**src/rtl/mem_bus_controller.sv**
```systemverilog
// Sequencer between the CPU load/store path and a word-wide asynchronous-handshake RAM.
// Handles byte/half/word accesses, read-modify-write for sub-word stores, misalignment and MOC timeout.
module mem_bus_controller #(
  parameter int TIMEOUT = 16,
  parameter int ADDR_W  = 10
) (
  input  logic              clk,
  input  logic              reset,
  input  logic              cpu_req,
  input  logic              cpu_rw,
  input  logic [1:0]        cpu_size,
  input  logic              cpu_signed,
  input  logic [ADDR_W-1:0] cpu_addr,
  input  logic [31:0]       cpu_wdata,
  output logic [31:0]       cpu_rdata,
  output logic              cpu_ready,
  output logic              cpu_busy,
  output logic              cpu_err,
  output logic              mem_enable,
  output logic              mem_mov,
  output logic              mem_rw,
  output logic [7:0]        mem_address,
  output logic [31:0]       mem_datain,
  input  logic [31:0]       mem_dataout,
  input  logic              mem_moc
);

  localparam int CNT_W = $clog2(TIMEOUT + 1);

  typedef enum logic [2:0] {
    IDLE, RD_SETUP, RD_WAIT, MERGE, WR_SETUP, WR_WAIT, DONE, ERR
  } state_t;

  state_t            state, state_next;
  logic              rw_r;
  logic [1:0]        size_r;
  logic              signed_r;
  logic [ADDR_W-1:0] addr_r;
  logic [31:0]       wdata_r;
  logic [31:0]       data_word;
  logic [CNT_W-1:0]  wait_cnt;
  logic              misaligned;
  logic              timeout_hit;

  // Big-endian lane selection: byte 0 is bits 31:24, halfword 0 is bits 31:16.
  function automatic logic [31:0] extract(input logic [31:0] w, input logic [1:0] size,
                                          input logic sgn, input logic [1:0] off);
    logic [7:0]  b;
    logic [15:0] h;
    case (off)
      2'd0:    b = w[31:24];
      2'd1:    b = w[23:16];
      2'd2:    b = w[15:8];
      default: b = w[7:0];
    endcase
    h = off[1] ? w[15:0] : w[31:16];
    case (size)
      2'b00:   extract = {{24{sgn & b[7]}}, b};
      2'b01:   extract = {{16{sgn & h[15]}}, h};
      default: extract = w;
    endcase
  endfunction

  function automatic logic [31:0] merge(input logic [31:0] w, input logic [31:0] wd,
                                        input logic [1:0] size, input logic [1:0] off);
    logic [31:0] r;
    r = w;
    if (size == 2'b00) begin
      case (off)
        2'd0:    r[31:24] = wd[7:0];
        2'd1:    r[23:16] = wd[7:0];
        2'd2:    r[15:8]  = wd[7:0];
        default: r[7:0]   = wd[7:0];
      endcase
    end else if (off[1]) begin
      r[15:0] = wd[15:0];
    end else begin
      r[31:16] = wd[15:0];
    end
    return r;
  endfunction

  assign misaligned  = (cpu_size == 2'b11) ||
                       (cpu_size == 2'b01 && cpu_addr[0]) ||
                       (cpu_size == 2'b10 && cpu_addr[1:0] != 2'b00);
  assign timeout_hit = (wait_cnt == CNT_W'(TIMEOUT - 1));

  always_ff @(posedge clk or posedge reset) begin
    if (reset) state <= IDLE;
    else       state <= state_next;
  end

  always_comb begin
    state_next = state;
    mem_enable = 1'b0;
    mem_mov    = 1'b0;
    mem_rw     = 1'b0;
    cpu_ready  = 1'b0;
    cpu_err    = 1'b0;
    cpu_busy   = (state != IDLE);
    case (state)
      IDLE: begin
        if (cpu_req) begin
          if (misaligned)                          state_next = ERR;
          else if (cpu_rw || cpu_size != 2'b10)    state_next = RD_SETUP;
          else                                     state_next = WR_SETUP;
        end
      end
      RD_SETUP: begin
        mem_enable = 1'b1;
        mem_rw     = 1'b1;
        state_next = RD_WAIT;
      end
      RD_WAIT: begin
        mem_enable = 1'b1;
        mem_rw     = 1'b1;
        mem_mov    = 1'b1;
        if (mem_moc)          state_next = rw_r ? DONE : MERGE;
        else if (timeout_hit) state_next = ERR;
      end
      MERGE: begin
        mem_enable = 1'b1;
        state_next = WR_SETUP;
      end
      WR_SETUP: begin
        mem_enable = 1'b1;
        state_next = WR_WAIT;
      end
      WR_WAIT: begin
        mem_enable = 1'b1;
        mem_mov    = 1'b1;
        if (mem_moc)          state_next = DONE;
        else if (timeout_hit) state_next = ERR;
      end
      DONE: begin
        cpu_ready  = 1'b1;
        state_next = IDLE;
      end
      default: begin
        cpu_ready  = 1'b1;
        cpu_err    = 1'b1;
        state_next = IDLE;
      end
    endcase
  end

  assign mem_address = 8'(addr_r[ADDR_W-1:2]);
  assign mem_datain  = data_word;

  // data_word doubles as the write data and the read-back word being merged.
  always_ff @(posedge clk or posedge reset) begin
    if (reset) begin
      rw_r      <= 1'b0;
      size_r    <= 2'b00;
      signed_r  <= 1'b0;
      addr_r    <= '0;
      wdata_r   <= '0;
      data_word <= '0;
      wait_cnt  <= '0;
      cpu_rdata <= '0;
    end else begin
      case (state)
        IDLE: begin
          if (cpu_req) begin
            rw_r      <= cpu_rw;
            size_r    <= cpu_size;
            signed_r  <= cpu_signed;
            addr_r    <= cpu_addr;
            wdata_r   <= cpu_wdata;
            data_word <= cpu_wdata;
          end
        end
        RD_WAIT, WR_WAIT: begin
          if (mem_moc || timeout_hit) wait_cnt <= '0;
          else                        wait_cnt <= wait_cnt + CNT_W'(1);
          if (state == RD_WAIT && mem_moc) begin
            data_word <= mem_dataout;
            if (rw_r) cpu_rdata <= extract(mem_dataout, size_r, signed_r, addr_r[1:0]);
          end
        end
        MERGE: data_word <= merge(data_word, wdata_r, size_r, addr_r[1:0]);
        default: ;
      endcase
    end
  end

endmodule

```
**config.mk**
```make
export PLATFORM = sky130hd
export DESIGN_NAME = mem_bus_controller
export DESIGN_NICKNAME = d
export VERILOG_FILES = /design/src/rtl/mem_bus_controller.sv
export SDC_FILE = /design/constraint.sdc
export NUM_CORES = 1
export LEC_CHECK = 0
export CORE_MARGIN = 2
export CORE_UTILIZATION = 53
export CTS_CLUSTER_SIZE = 10
export DETAILED_ROUTE_END_ITERATION = 10
export PLACE_DENSITY = 0.86
export SLEW_MARGIN = 40
export SYNTH_ARGS = -nofsm -noshare
export SYNTH_HDL_FRONTEND = slang
export SYNTH_SLANG_ARGS = --single-unit
```
**constraint.sdc**
```tcl
create_clock -name clk -period 9.6 [get_ports clk]
set_input_delay 1.92 -clock clk [delete_from_list [all_inputs] [get_ports clk]]
set_output_delay 1.92 -clock clk [all_outputs]
set_load 0.1 [all_outputs]
```
### Word level (Yosys, flattened, before mapping)

Index checks and enable logic that the tools add are counted.

* word-level logic and storage cells: 92
* input bits: 82
* output and inout bits: 78
* flip-flop bits (word level): 102

* bitwise gates (word level): 2
* $add $sub $neg: 1
* eq/ne operators: 22
* reduce and logical (&&, ||, !) cells: 25
* mux-type cells: 30

Operator list (count)
* 32-bit two-way mux: 3
* 32-bit one-hot mux with 3 select lines: 1
* 32-bit one-hot mux with 2 select lines: 1
* 8-bit two-way mux: 7
* 16-bit two-way mux: 3
* 8-bit one-hot mux with 3 select lines: 1
* 3-bit two-way mux: 7
* 5-bit AND reduction: 4
* 3-bit one-hot mux with 6 select lines: 1
* 3-bit == test (second input constant): 3
* 3-bit by 2-bit inequality test with 1-bit output (second input constant): 3
* 3-bit inequality test (second input constant): 3
* 7-bit OR reduction: 1
* 2-bit by 1-bit == test with 1-bit output (second input constant): 3
* 2-bit == test (second input constant): 3
* 3-bit by 2-bit == test with 1-bit output (second input constant): 2
* 3-bit nonzero test: 2
* 6-bit OR reduction: 1
* 5-bit by 1-bit adder with 5-bit output (second input constant): 1
* 5-bit by 4-bit == test with 1-bit output (second input constant): 1
* 1-bit two-way mux: 5
* 5-bit two-way mux: 1
* 5-bit OR reduction: 1
* 2-bit zero test: 2
* 12 further kinds: 20

### Logic depth before layout (Yosys ltp)

* depth after elaboration: 7
* mapped depth: 7
* depth with buffers taken out: 7

### Worst setup path after synthesis

No wires, ideal clock.

* path kind: reg2out
* start point: reg state[2]
* end point: out mem_enable
* setup slack: 4894 ps
* data required time: 7680 ps
* path buffers: 3
* stages on the path, launching flop included: 6
* arrival time: 2786 ps
* cells stage by stage: dfrtp_1 buf_2 buf_2 buf_1 and2_1 nor2_1

* cells in the longest elaborated chain, start to end: 3
* elaborated cells on any way between the ends: 7
* those cells by class: eq/ne (5); mux (1); reduce/logical (1)

RTL lines
* start: declaration: RTL line 34 `state_t state, state_next;`
* start signal: assignment: RTL line 90 `else state <= state_next;`
* 3-bit by 2-bit == test with 1-bit output, or another cell as far along: RTL line 101 `case (state)`
* 5-bit OR reduction (no source line) *
* 1-bit two-way mux *: RTL line 101
* end: declaration: RTL line 19 `output logic mem_enable,`

Every way passes the cells marked *; elsewhere a longest branch is shown, timed or not.

### Worst setup path in the final report

* start point: reg state[0]
* end point: out mem_mov

* cells in the longest elaborated chain, start to end: 3
* elaborated cells on any way between the ends: 4
* those cells by class: eq/ne (2); mux (1); reduce/logical (1)

RTL lines
* 3-bit by 2-bit == test with 1-bit output or 3-bit == test (tied branches): RTL line 101
* 2-bit OR reduction (no source line) *
* 1-bit two-way mux *: RTL line 101
* end: declaration: RTL line 20 `output logic mem_mov,`

Marked as above.

==> run metrics <==
I/O Buffers=159; filler instances=876; initial core utilization=54.1%; Final WS setup=4.72 ns; DIE HEIGHT=111 um; Peak Freq=205 MHz; total global-route track usage=29.1%; drt initial violations=559; initial antenna violation count=0; max cap viols=0; clock slew seen by the registers of the worst setup and hold paths=0.07 ns; setup_tns=0 ns; H-tree depth=3; routed wire length=18,000 um; Unique masters post-synth=50; Num Clock Sinks=102; critical path endpoint category=primary output; Pins Over Slew Limit=0; Ports=160; vias in the first global route=5,251; Worst Hold Class=reg2reg; Clock Root Buffer=clkbuf_16; outcome=finished clean; fraction of layout cells with a size suffix above 1=23.0%; largest net degree at the start of global routing=63; synth warn=0; CTS resizes=0; post-CTS setup buffer count=0; area of the multi-input gates=0.00319 mm2; CTS tree=yes; Slew @ Worst Pin=0.802 ns; Final Hold Fails=0; DR vias/cell=6.42; Placer Congestion=0.888; sequential area share after synthesis=41.7%; Synth-to-Final Area Change=23.7%; CP startpoint kind=flop; Arrival @ worst endpoint=2.96 ns; first-pass GRT wire length=29,000 um; # diodes=0; Setup WS pre-CTS=4.96 ns; Die X=111 um; Data required, critical path=7.68 ns; met3 usage=4.30%; Vias=5,581; hold buffer count at CTS=0; most used routing layer=met2; clock latency at the later pin of the worst-skew pair=0.35 ns; Nets=805; die area=0.0124 mm2; met2 Usage GRT=45.3%; Wirelength per Cell=20.8 um; Fin Hold WS=0.476 ns; max_slew headroom=46.3%; syn_nets=696; total gr overflow=0; # DRC=0; RSZ-0062 raised after global routing=false; post-placement cell area=0.00724 mm2; Finish-stage setup viols=0; CTS buffer count=9; CTS max path bufs=2; register bit total from synthesis=102; synthesized area=0.00612 mm2; GRT met1 Usage=42.0%; Syn Inst Count=612; syn_area_per_cell=10.0 um2; Routed Antenna Nets=0; leading cell type in the layout, fill and taps excluded=dfrtp_1; Final HPWL DP=12,800 um; commonest cells after routing, fill and taps aside=dfrtp_1, clkdlybuf4s50_1, buf_2; core region area=0.0113 mm2; Setup Skew=0.00931 ns; Final min period=4.88 ns; Cell Rows=39; Pre-Repair DR Iteration Count=6; Reg area=0.00256 mm2; crit share post-route=50.9%; CP Max Fanout=33; Finished Cell Area=0.00757 mm2; crit path kind=reg2out
## logic make-up (layout without fill, tap and decap cells)
kind of cell	Yosys count	in the layout	synth area share [%]
buf+inv	85	199	6.44
fa+ha+maj	2	2	0.409
mux	87	87	17.0
compound gates	182	182	21.6
simple gates	154	154	12.8
flops	102	102	41.7
## sequential cells by signal (all words and copies together) (netlist names)
| name | count |
|---|---|
| rw_r | 1 |
| mem_datain | 32 |
| wait_cnt | 5 |
| wdata_r | 16 |
| cpu_rdata | 32 |
| addr_r | 10 |
| state | 3 |
| signed_r | 1 |
| size_r | 2 |
## path summary, 6_finish.rpt
kind / from / end / slack, ns / cells after the start
max in group asynchronous: reset / cpu_rdata[23] / 6.69 / 3
worst max-delay path: state[0] / mem_mov / 4.72 / 4
worst min register to register: cpu_rdata[2] / cpu_rdata[2] / 0.48 / 2
worst max register to register: state[0] / mem_datain[21] / 7.13 / 4
min in group asynchronous: reset / mem_datain[11] / 1.97 / 2
worst min-delay path: cpu_rdata[2] / cpu_rdata[2] / 0.48 / 2
## layout make-up
class                      count  share of cell area (%)
sequential                   102                    33.8
inverter                      19                   0.992
clock buffer                   9                    2.98
timing repair buffer         164                    16.4
tap                          143                    2.36
multi-input combinational    425                    42.2
clock inverter                 7                    1.26
## through the flow
stage          cells  utilization [%]
2_1_floorplan    612                -
3_3_place_gp     852             67.2
3_5_place_dp     853             63.9
4_1_cts          869             66.8
5_1_grt          869             66.8
6_report         869             66.8
## worst max-delay path, stage by stage, from the launching register on
cell and delay [ns]:
dfrtp_2 0.79, nor2b_2 0.76, mux2i_1 0.31, inv_1 0.26
buf_2 0.47
## routing by layer
metal  part of all wire, %  wire, um  vias up
met4                   2.3       420        0
li1                      -         -     2507
met5                     0         0        -
met2                    47      8540      313
met1                    43      7700     2717
met3                   7.7      1390       44
## synth_stat cells, drive strengths merged
master / instances / share of area, %
or3: 9 / 0.92
a22o: 2 / 0.29
a31oi: 18 / 2.1
or4b: 1 / 0.16
nor2: 25 / 1.5
o31ai: 22 / 2.7
and3b: 1 / 0.14
mux4: 1 / 0.37
and3: 2 / 0.20
nor3: 38 / 3.3
nand2: 40 / 2.5
dfrtp: 102 / 42
and2: 4 / 0.41
a21o: 10 / 1.2
o221ai: 1 / 0.14
o21a: 9 / 1.1
or2: 1 / 0.10
nor4b: 1 / 0.14
o21ai: 40 / 3.3
clkbuf: 31 / 1.9
o22ai: 1 / 0.20
nand2b: 12 / 1.2
nor2b: 4 / 0.41
mux2i: 9 / 1.5
mux2: 77 / 15
a311oi: 6 / 0.86
clkinv: 1 / 0.061
ha: 2 / 0.41
a21oi: 13 / 1.4
a22oi: 16 / 2.0
nand3: 4 / 0.33
buf: 35 / 3.4
nand3b: 1 / 0.12
o211ai: 1 / 0.20
nor3b: 9 / 1.1
a221oi: 25 / 3.6
inv: 18 / 1.1
o32ai: 2 / 0.29
or3b: 2 / 0.29
a32oi: 16 / 2.3
Power is left out: the tool's default activity adds up to more than one toggle a clock period on the data nets, which glitch-free logic cannot reach.
